File: src/rtl/bit_field_unpacker.sv
// Streaming bit-field extractor: buffers packed words LSB-first and emits
// zero-extended fields of a requested length, one per accepted request.
module bit_field_unpacker #(
  parameter int LOGWORD = 5
) (
  input  logic                       clock,
  input  logic                       reset_n,
  input  logic [(1<<LOGWORD)-1:0]    iword,
  input  logic                       ivalid,
  output logic                       iready,
  input  logic                       iflush,
  input  logic [LOGWORD:0]           rlen,
  input  logic                       rvalid,
  output logic                       rready,
  output logic [(1<<LOGWORD)-1:0]    ofield,
  output logic                       ovalid,
  input  logic                       oready,
  output logic                       err,
  output logic [LOGWORD+1:0]         dbg_cnt
);

  localparam int WORD = 1 << LOGWORD;
  localparam int BW   = 2 * WORD;
  localparam int CW   = LOGWORD + 2;
  localparam logic [CW-1:0] WORD_C = CW'(WORD);

  // Handshakes: a transfer happens on a rising edge where valid && ready;
  // ready never depends on the matching valid, and a flush blocks both.

  logic [BW-1:0]   r_bitbuf;
  logic [CW-1:0]   r_cnt;
  logic [WORD-1:0] r_ofield;
  logic            r_ovalid;
  logic            r_err;

  logic [CW-1:0]   w_rlen;
  logic            w_rlen_legal;
  logic            w_push;
  logic            w_pop;
  logic [CW-1:0]   w_shamt;
  logic [CW-1:0]   w_base;
  logic [BW-1:0]   w_shifted;
  logic [BW-1:0]   w_insert;
  logic [WORD-1:0] w_mask;
  logic [WORD-1:0] w_field;
  logic [CW-1:0]   w_cnt_next;

  assign w_rlen       = {1'b0, rlen};
  assign w_rlen_legal = (w_rlen <= WORD_C);

  assign iready = (r_cnt <= WORD_C) && !iflush;
  assign rready = (!r_ovalid || oready) && (w_rlen <= r_cnt) && w_rlen_legal && !iflush;

  assign w_push = ivalid && iready;
  assign w_pop  = rvalid && rready;

  // Shift out the popped bits first, then drop the new word just above the
  // surviving bits; a push only happens with cnt <= WORD so it always fits.
  assign w_shamt    = w_pop ? w_rlen : '0;
  assign w_base     = r_cnt - w_shamt;
  assign w_shifted  = r_bitbuf >> w_shamt;
  assign w_insert   = w_push ? ({{WORD{1'b0}}, iword} << w_base) : '0;
  assign w_cnt_next = w_base + (w_push ? WORD_C : '0);

  // A shift by WORD clears every bit, so rlen == WORD yields an all-ones mask.
  assign w_mask  = ~({WORD{1'b1}} << rlen);
  assign w_field = r_bitbuf[WORD-1:0] & w_mask;

  always_ff @(posedge clock) begin
    if (!reset_n) begin
      r_bitbuf <= '0;
      r_cnt    <= '0;
      r_ofield <= '0;
      r_ovalid <= 1'b0;
      r_err    <= 1'b0;
    end else begin
      if (iflush) begin
        r_bitbuf <= '0;
        r_cnt    <= '0;
      end else if (w_push || w_pop) begin
        r_bitbuf <= w_shifted | w_insert;
        r_cnt    <= w_cnt_next;
      end

      if (w_pop) begin
        r_ofield <= w_field;
        r_ovalid <= 1'b1;
      end else if (r_ovalid && oready) begin
        r_ovalid <= 1'b0;
      end

      if (rvalid && !w_rlen_legal) begin
        r_err <= 1'b1;
      end
    end
  end

  assign ofield  = r_ofield;
  assign ovalid  = r_ovalid;
  assign err     = r_err;
  assign dbg_cnt = r_cnt;

endmodule

File: config.mk
export PLATFORM = sky130hd
export DESIGN_NAME = bit_field_unpacker
export DESIGN_NICKNAME = d
export VERILOG_FILES = /design/src/rtl/bit_field_unpacker.sv
export SDC_FILE = /design/constraint.sdc
export NUM_CORES = 1
export LEC_CHECK = 0
export ABC_AREA = 1
export BUFFER_PORTS_ARGS = -buffer_cell sky130_fd_sc_hd__buf_2
export CELL_PAD_IN_SITES_DETAIL_PLACEMENT = 0
export CELL_PAD_IN_SITES_GLOBAL_PLACEMENT = 1
export CORE_MARGIN = 1.5
export CORE_UTILIZATION = 43
export CTS_BUF_LIST = sky130_fd_sc_hd__clkbuf_8
export CTS_CLUSTER_SIZE = 40
export DETAILED_ROUTE_END_ITERATION = 16
export GPL_TIMING_DRIVEN = 0
export PLACE_DENSITY = 0.87
export SYNTH_ARGS = -nofsm -noshare
export SYNTH_HDL_FRONTEND = slang
export SYNTH_SLANG_ARGS = --single-unit
File: constraint.sdc
create_clock -name clock -period 5.38 [get_ports clock]
set_clock_uncertainty 0.1 [all_clocks]
set_input_delay 0 -clock clock [delete_from_list [all_inputs] [get_ports clock]]
set_output_delay 0 -clock clock [all_outputs]
set_load 0.02 [all_outputs]
==> summary.md <==
| Metric | Value |
|---|---|
| Ports | `87` |
| Share of cells above drive strength 1 | `10.5%` |
| Htree depth | `3` |
| Total die area | `0.0268 mm²` |
| Syn nets | `2060` |
| Diode count | `0` |
| Crit path time final | `5200 ps` |
| Pwr Total | `2.65 mW` |
| Adder-Cell Fraction of Synth Area | `1.98%` |
| Pre-CTS WS | `-146 ps` |
| Area grow syn2layout | `11.4%` |
| Post-route ant nets | `0` |
| First-pass GRT wire length | `84.6 mm` |
| Post-synth EDFFs | `0` |
| Mux cell area share after synthesis | `2.26%` |
| Ys flop type | `dfxtp_1` |
| Clk pin slew, worst setup/hold paths | `150 ps` |
| Final hold violations | `0` |
| IO Port Bufs | `85` |
| Worst slew pin tran | `848 ps` |
| Startpoint Class | `flop` |
| Post-synthesis xor/xnor area fraction | `0.620%` |
| Nets | `2163` |
| CTS buffer count | `9` |
| Peak VDD IR | `0.147 mV` |
| Min-Delay Path Class | `in -> reg` |
| Slew HR | `43.5%` |
| Post-Route Utilization | `48.9%` |
| Worst-skew pair later-pin latency | `430 ps` |
| F_max | `192 MHz` |
| TritonRoute pass-1 iters | `7` |
| Reg2reg setup slack | `180 ps` |
| FF+latch area | `0.00211 mm²` |
| Critical Path RT | `5600 ps` |
| Post-synthesis instance area | `0.0111 mm²` |
| Synth Area in Simple Gates | `49.8%` |
| Warnings from Yosys | `0` |
| CP max FO | `10` |
| Row cnt | `58` |
| Initial DRC count | `2496` |
| Post-synth cell types | `47` |
| Yosys reg bits | `105` |
| Status | `complete, no violations` |
| Mean routed wirelength per cell | `23.8 µm` |
| Post-DP HPWL | `47.3 mm` |
| Gpl congestion | `1.09` |
| Post-synth ARST share | `0%` |
| Total grt overflow | `0` |
| Initial Util | `43.9%` |
| Fin crit share | `96.6%` |
| Via-to-Cell Ratio | `6.24` |
| Kind of critical path | `reg -> reg` |
| Vias in the first global route | `13700` |
| Pwr Density | `214 mW/mm²` |
| Via Count | `15200` |
| Setup TNS | `0 ps` |
| Max-cap viol count | `0` |
| Core region area | `0.0253 mm²` |
| Die Height | `164 µm` |
| Leak pwr | `5.76 nW` |
| Slew Limit Fails | `0` |
| DRT Wirelength | `57.9 mm` |
| CP Data Arrival Time | `5420 ps` |
| Footprint of the multi-input gates | `0.00782 mm²` |
| Main combinational cell family by area after synthesis | `simple AND/OR/NAND/NOR gates` |
| Crit path capture type | `flop` |
| Number of fill cells | `2821` |
| Setup ws final | `181 ps` |
| Synth Instances | `1999` |
| DRC | `0` |
| Setup violations, final | `0` |
| Clock root buffer master | `clkbuf_8` |
| Sequential area share after synthesis | `18.9%` |
| Largest net degree at the start of global routing | `23` |
| Overall routing resource usage | `42.8%` |
| Synth Area in Compound Gates | `14.8%` |
| CTS tree | `built` |
| Clk buf depth | `2` |
| Post-Syn Area per Cell | `5.55 µm²` |
| Die width | `164 µm` |
| Initial antenna violation count | `1` |
| Clock sink count | `105` |
==> worst max-delay path: stages, from the launching register on <==
cell and delay [ps]:
dfxtp_2 400, inv_1 80, ha_1 270, inv_1 40, nor3_1 220, nand3_1 130, nand2_1 200, nand3_4 140
buf_6 200, nor2_8 210, inv_4 100, buf_2 290, ha_1 440, a21o_1 220, a31oi_4 260, inv_1 70
a21oi_1 130, o21bai_1 160, xor2_4 260, buf_4 180, nor2_4 230, buf_2 320, nand2_1 80, a31oi_1 330
==> layout by cell type, fill, tap and decap left out, types with 3 or more instances in the layout <==
cell / n
inv_1: 143
dfxtp_2: 3
buf_4: 13
o311ai_0: 3
a31oi_1: 7
nand3_1: 557
o21ai_1: 19
mux2i_1: 22
buf_2: 125
nor2_1: 72
clkbuf_8: 9
o21ai_2: 3
mux2i_2: 3
dlygate4sd3_1: 5
a22oi_1: 7
a21oi_1: 98
buf_1: 13
nor2_4: 5
buf_6: 8
ha_1: 15
nand4_1: 11
o21ai_0: 130
dfxtp_1: 102
and2_1: 4
nand2_1: 576
nor3_1: 6
clkbuf_4: 3
clkbuf_1: 61
o2111ai_1: 5
o211ai_1: 11
a31oi_2: 3
clkbuf_2: 9
clkinv_8: 3
o21a_1: 4
inv_2: 10
==> where the power goes <==
group / switching [mW] / total (mW) / internal [mW]
Sequential: 0.0326 / 0.842 / 0.809
Combinational: 0.891 / 1.24 / 0.345
Clock: 0.380 / 0.571 / 0.191
Total: 1.30 / 2.65 / 1.35
==> registers in the layout, summed over array words and instances (netlist names) <==
name,count
r_bitbuf,64
ofield,32
dbg_cnt,7
ovalid,1
err,1
==> synth_stat cells (16+ instances only) <==
cell type / count / area [µm²]
nand2_1: 577 / 2170
o21ai_0: 137 / 686
clkbuf_1: 70 / 263
nor2_1: 72 / 270
a21oi_1: 100 / 500
buf_2: 41 / 205
dfxtp_1: 105 / 2100
ha_1: 16 / 200
inv_1: 143 / 537
nand3_1: 557 / 2790
mux2i_1: 25 / 250
buf_1: 16 / 60.1
==> what timing repair did <==
action                     4_1_cts  5_1_grt
resized for setup                4       49
setup endpoints to repair       13       63
hold endpoints to repair        18        0
hold buffers                     5        0
buffers inserted                 0        3
pin swaps                        0        1
==> logic make-up after synthesis <==
group                    after synthesis
buffers and inverters                302
XOR/XNOR                               7
flip-flops                           105
AND/OR/NAND/NOR                     1243
adder cells (fa/ha/maj)               17
AO/OA/AOI/OAI                        300
multiplexers                          25
==> per-layer routing <==
metal	up-vias	track usage (%)	wire length [µm]
met4	0	18.3	3100
met5	-	0	0
li1	6936	-	-
met1	7003	57.2	23500
met3	185	11.3	7240
met2	1080	64.6	24000
==> final cells by class <==
type                    count  area share [%]
inverters                 157            4.82
clock inverters             7           0.739
clock buffers               9            1.00
multi-input cells        1592            63.3
plain buffers             144            5.75
well taps                 330            3.34
repair buffers             93            4.03
flip-flops and latches    105            17.0
==> per-stage QoR <==
stage | cell area (µm²) | instances | hold WS, ps
6_report | 12400 | 2437 | 28.0
5_1_grt | 12400 | 2437 | 32.4
4_1_cts | 12200 | 2435 | 18.5
3_5_place_dp | 11900 | 2414 | 232
3_3_place_gp | 11900 | 2414 | 228
2_1_floorplan | 11100 | 1999 | -13.5
==> path summary, 6_finish.rpt <==
check	start	to	cells past startpoint
max reg2reg	dbg_cnt[5]$_SDFFE_PP0P_	r_bitbuf[38]$_SDFFE_PP0P_	23
min reg2reg	err$_SDFFE_PN0P_	err$_SDFFE_PN0P_	2
min	rlen[2]	ofield[21]$_SDFFE_PN0N_	5
max	dbg_cnt[5]$_SDFFE_PP0P_	r_bitbuf[38]$_SDFFE_PP0P_	23
(Power assumes the default switching activity.)
